<file path="src/rtl/ibex_if_id_queue.sv">
// IF-ID instruction queue: a small circular buffer of decoded fetch entries
// between the fetch path and the ID stage. It absorbs fetch bursts while ID
// stalls, squashes everything on flush, can bypass an empty queue, and stops
// accepting new entries after a fetch error until the next flush.
module ibex_if_id_queue #(
  parameter int unsigned Depth       = 2,
  parameter bit          FallThrough = 1'b0,
  parameter int unsigned CntW        = $clog2(Depth + 1)
) (
  input  logic            clk_i,
  input  logic            rst_i,

  input  logic            in_valid_i,
  output logic            in_ready_o,
  input  logic [31:0]     in_instr_i,
  input  logic [15:0]     in_instr_c_i,
  input  logic            in_is_compressed_i,
  input  logic            in_illegal_c_i,
  input  logic            in_err_i,
  input  logic            in_err_plus2_i,
  input  logic            in_dummy_i,
  input  logic [31:0]     in_pc_i,

  input  logic            flush_i,

  output logic            out_valid_o,
  input  logic            out_ready_i,
  output logic            out_new_o,
  output logic [31:0]     out_instr_o,
  output logic [31:0]     out_instr_alu_o,
  output logic [15:0]     out_instr_c_o,
  output logic            out_is_compressed_o,
  output logic            out_illegal_c_o,
  output logic            out_err_o,
  output logic            out_err_plus2_o,
  output logic            out_dummy_o,
  output logic [31:0]     out_pc_o,

  output logic [CntW-1:0] occupancy_o
);

  localparam int unsigned PtrW = (Depth > 1) ? $clog2(Depth) : 1;

  typedef struct packed {
    logic [31:0] instr;
    logic [15:0] instr_c;
    logic        is_compressed;
    logic        illegal_c;
    logic        err;
    logic        err_plus2;
    logic        dummy;
    logic [31:0] pc;
  } entry_t;

  entry_t          mem_q [Depth];
  entry_t          in_entry;
  entry_t          head_entry;

  logic [PtrW-1:0] wr_ptr_q, wr_ptr_d;
  logic [PtrW-1:0] rd_ptr_q, rd_ptr_d;
  logic [CntW-1:0] count_q, count_d;
  logic            err_stop_q, err_stop_d;
  logic            head_seen_q, head_seen_d;

  logic            empty, full;
  logic            bypass_valid, bypass_take;
  logic            push, pop;

  // Pointers wrap explicitly so Depth need not be a power of two.
  function automatic logic [PtrW-1:0] ptr_inc(input logic [PtrW-1:0] p);
    if (p == PtrW'(Depth - 1)) return '0;
    return p + PtrW'(1);
  endfunction

  assign in_entry = '{instr:         in_instr_i,
                      instr_c:       in_instr_c_i,
                      is_compressed: in_is_compressed_i,
                      illegal_c:     in_illegal_c_i,
                      err:           in_err_i,
                      err_plus2:     in_err_plus2_i,
                      dummy:         in_dummy_i,
                      pc:            in_pc_i};

  assign empty = (count_q == '0);
  assign full  = (count_q == CntW'(Depth));

  // in_ready deliberately ignores out_ready_i: no combinational path from ID.
  assign in_ready_o = ~full & ~err_stop_q;

  // Bypass only exists with FallThrough; it is masked by flush and error stop.
  assign bypass_valid = FallThrough & empty & in_valid_i & ~err_stop_q & ~flush_i;
  assign bypass_take  = bypass_valid & out_ready_i;

  assign out_valid_o = ~empty | bypass_valid;
  assign out_new_o   = out_valid_o & ~head_seen_q;

  assign push = in_valid_i & in_ready_o & ~flush_i & ~bypass_take;
  assign pop  = out_valid_o & out_ready_i & ~flush_i & ~empty;

  // Head payload: inputs when bypassing an empty queue, else the stored head.
  always_comb begin
    head_entry = mem_q[rd_ptr_q];
    if (FallThrough && empty) head_entry = in_entry;
  end

  assign out_instr_o         = head_entry.instr;
  assign out_instr_alu_o     = head_entry.instr;
  assign out_instr_c_o       = head_entry.instr_c;
  assign out_is_compressed_o = head_entry.is_compressed;
  assign out_illegal_c_o     = head_entry.illegal_c;
  assign out_err_o           = head_entry.err;
  assign out_err_plus2_o     = head_entry.err_plus2;
  assign out_dummy_o         = head_entry.dummy;
  assign out_pc_o            = head_entry.pc;
  assign occupancy_o         = count_q;

  // Next-state for pointers, count, error stop and new-head tracking.
  always_comb begin
    // NOTE: every output of this block gets a default first so no latch is inferred.
    wr_ptr_d    = wr_ptr_q;
    rd_ptr_d    = rd_ptr_q;
    count_d     = count_q;
    err_stop_d  = err_stop_q;
    head_seen_d = head_seen_q;

    if (flush_i) begin
      wr_ptr_d    = '0;
      rd_ptr_d    = '0;
      count_d     = '0;
      err_stop_d  = 1'b0;
      head_seen_d = 1'b0;
    end else begin
      if (push) wr_ptr_d = ptr_inc(wr_ptr_q);
      if (pop)  rd_ptr_d = ptr_inc(rd_ptr_q);

      if (push && !pop)      count_d = count_q + CntW'(1);
      else if (!push && pop) count_d = count_q - CntW'(1);

      if ((push || bypass_take) && in_err_i) err_stop_d = 1'b1;

      if (pop || bypass_take)             head_seen_d = 1'b0;
      else if (out_valid_o && !out_ready_i) head_seen_d = 1'b1;
    end
  end

  // Control state register with synchronous reset.
  always_ff @(posedge clk_i) begin
    // NOTE: sequential state uses non-blocking assignments only.
    if (rst_i) begin
      wr_ptr_q    <= '0;
      rd_ptr_q    <= '0;
      count_q     <= '0;
      err_stop_q  <= 1'b0;
      head_seen_q <= 1'b0;
    end else begin
      wr_ptr_q    <= wr_ptr_d;
      rd_ptr_q    <= rd_ptr_d;
      count_q     <= count_d;
      err_stop_q  <= err_stop_d;
      head_seen_q <= head_seen_d;
    end
  end

  // Payload storage write on push.
  always_ff @(posedge clk_i) begin
    // NOTE: payload is not reset; count_q qualifies it, so stale data is never presented.
    if (push) mem_q[wr_ptr_q] <= in_entry;
  end

endmodule

</file>
<file path="config.mk">
export PLATFORM = sky130hd
export DESIGN_NAME = ibex_if_id_queue
export DESIGN_NICKNAME = d
export VERILOG_FILES = /design/src/rtl/ibex_if_id_queue.sv
export SDC_FILE = /design/constraint.sdc
export NUM_CORES = 1
export LEC_CHECK = 0
export ABC_AREA = 1
export CAP_MARGIN = 20
export CORE_ASPECT_RATIO = 0.5
export CORE_MARGIN = 5
export CORE_UTILIZATION = 45
export DETAILED_ROUTE_END_ITERATION = 10
export GPL_TIMING_DRIVEN = 0
export PLACE_DENSITY_LB_ADDON = 0.15
export SLEW_MARGIN = 30
export SYNTH_ARGS = -nofsm -noshare
export SYNTH_HDL_FRONTEND = slang
export SYNTH_SLANG_ARGS = --single-unit
</file>
<file path="constraint.sdc">
create_clock -name clk_i -period 9.7 [get_ports clk_i]
set_input_delay 1.455 -clock clk_i [delete_from_list [all_inputs] [get_ports clk_i]]
set_output_delay 1.455 -clock clk_i [all_outputs]
set_load 0.03 [all_outputs]
</file>
==> metrics.cfg <==
[synthesis]
synth_top_area_share=0.7599
yosys.area_share.adder=0.001863
ys_top_cells_by_area=edfxtp_1 76%, mux2_1 8.4%, mux2_2 5.9%
yosysWarnings=0
synth_top_family_by_area=multiplexers
yosys.area_share.simple=0.01863
synth_nets=441
yosysTopAreaCell=edfxtp_1
synthXorXnorAreaFrac=0
syn-cell-area_um2=6718
synth_cells=350
ys_seq_elements=177
synth_cell_types=15
avgSynthCellArea_um2=19.19
synth_compound_area_frac=0.001490
synthMuxAreaShare=0.1425
seq_area_frac_synth=0.7808

[clocking]
postCtsSetupBuffers=0
clk_pin_slew_worst_paths_ps=70
numCtsBuffers=17
clock-root-buffer=clkbuf_16
cts_hold_buffers=0
cts_resized=0
cts_buffer_depth=2
tritoncts=done
clk_latency_ps=410
h-tree-depth=4
cts.sink_count=177

[worst_setup_path]
startpoint_type=flop
worstRegToRegCells=10
crit_path_end_kind=output port
worstPathArrival_ps=2340
path_class=flop to output port
cp.required_ps=8250
cp_max_fo=10

[status]
outcome=finished clean

[sta]
fmax_ghz=0.2633
finClkSkew_ps=9.367
slew_headroom=0.7352
rsz0062_at_grt=no
tightest_slew_ps=395.0
post-route-period-util=0.3916
postLayoutSetupSlackWorst_ps=5902
slew_violations=0
hold_viol_final=0
setup_viol=0
fin_crit_ps=3798

[grt]
grt_start_max_net_pins=65
antenna_found_initial=0
grt_pass1_vias=3990
grt-ovfl-total=0
track_usage=0.1556
grt_pass1_wl_mm=20.84

[floorplanning]
chipHeight_um=96.40
die_area_um2=17620
io_pins=212
coreArea_um2=14550
initial_core_util=0.4618
fp-row-count=31
die_x_um=182.8

[placement]
place.gp.congestion=0.7237
dp_hpwl_mm=9.873
place_ws_ps=5664
portBuffers=211

[route]
vias_per_cell=4.573
via_count=3677
drc=0
drt-total-wl_mm=13.56
firstDrtPassIters=4
first_iter_violations=128
detail-route-antenna-nets=0
wire_per_inst_um=16.87

[run]
cap_viol_max_count=0

[pwr]
power_leakage_nw=3.443
power.ir.vdd_worst_v=0.0001076
p_total_mw=1.750
power_density_nw_per_um2=178.5

[cells_and_area]
area_growth_pct=45.95
diodes=0
drive_gt1_frac=0.1997
fillers=1011
fin_nets=685

[hold_path]
hold_depth=2
holdCritPathClass=flop to flop

## sequential cells by signal (all words and copies together) (netlist names), named ones only
signal	cells
head_seen_q	1
occupancy_o	2
rd_ptr_q	1
err_stop_q	1
wr_ptr_q	1
mem_q	170
## path summary, 6_finish.rpt
path,start,endpoint,slack (ps)
worst max-delay path,flop,out_instr_o[2],5900
worst min-delay path,head_seen_q$_SDFFE_PP0P_,head_seen_q$_SDFFE_PP0P_,500
worst max register to register,occupancy_o[0]$_SDFFE_PP0P_,mem_q[0][58]$_DFFE_PP_,7270
worst min register to register,head_seen_q$_SDFFE_PP0P_,head_seen_q$_SDFFE_PP0P_,500
## metal layers
metal  track usage  up-vias  wire length, um
li1              -     1776                -
met1        0.1640     1790             5148
met2        0.2946       99             7378
met3       0.05086       12              833
met4       0.06196        0              200
met5             0        -                0
## cells by family after synthesis
group                      after synthesis
and+or+nand+nor                         31
muxes                                   85
adders and majority gates                1
DFF                                    177
AOI/OAI and AO/OA                        2
buffers and inverters                   54
## worst max-delay path, stage by stage, from the launching register on
cell and delay, ps:
dfxtp_1 400, buf_4 250, buf_6 180, mux2_1 370
buf_4 140, clkdlybuf4s50_1 580
## per-stage QoR
stage	TNS [ps]	utilization	cell area, um2	instances	hold WS (ps)
6_report	0	0.6741	9804	804	501.8
5_1_grt	0	0.6741	9804	804	545.8
4_1_cts	0	0.6741	9804	804	503.8
3_5_place_dp	0	0.6339	9220	773	492.4
3_3_place_gp	-212000	0.6241	9077	759	480.1
2_1_floorplan	0	-	6718	350	466.9
## final cells by class
cell class | count | area (um2) | area share
Inverter | 13 | 53.80 | 0.005487
Clock inverter | 13 | 155.1 | 0.01582
Clock buffer | 18 | 429.2 | 0.04377
Buffer | 41 | 319.1 | 0.03254
Timing Repair Buffer | 225 | 2245 | 0.2289
Tap cell | 198 | 247.7 | 0.02527
Sequential cell | 177 | 5245 | 0.5350
Multi-Input combinational cell | 119 | 1110 | 0.1132
## Yosys cell counts (all sizes together)
cell	number
nand2	12
nand4	2
nor2	14
inv	13
dfxtp	7
edfxtp	170
a21oi	2
buf	41
nand3	1
mux2	85
nor3	2
ha	1
## power by group
| part | internal (mW) | leakage (nW) | switching [mW] |
|---|---|---|---|
| clock | 0.385 | 0.283 | 0.288 |
| combinational | 0.105 | 1.55 | 0.106 |
| sequential | 0.862 | 1.62 | 0.00476 |
## placed cells by master (no fill, tap or decap), types with 3 or more instances in the layout
cell type	netlist	routed
dfxtp_1	7	7
inv_1	13	12
buf_4	33	44
mux2_1	50	50
nor2_1	14	14
inv_6	0	4
clkinv_4	0	4
clkbuf_16	0	17
nand2_1	12	12
edfxtp_1	170	170
mux2_2	35	35
buf_6	5	7
clkdlybuf4s50_1	0	211
buf_2	3	3
Note: power is estimated with default switching activity, not from simulation.
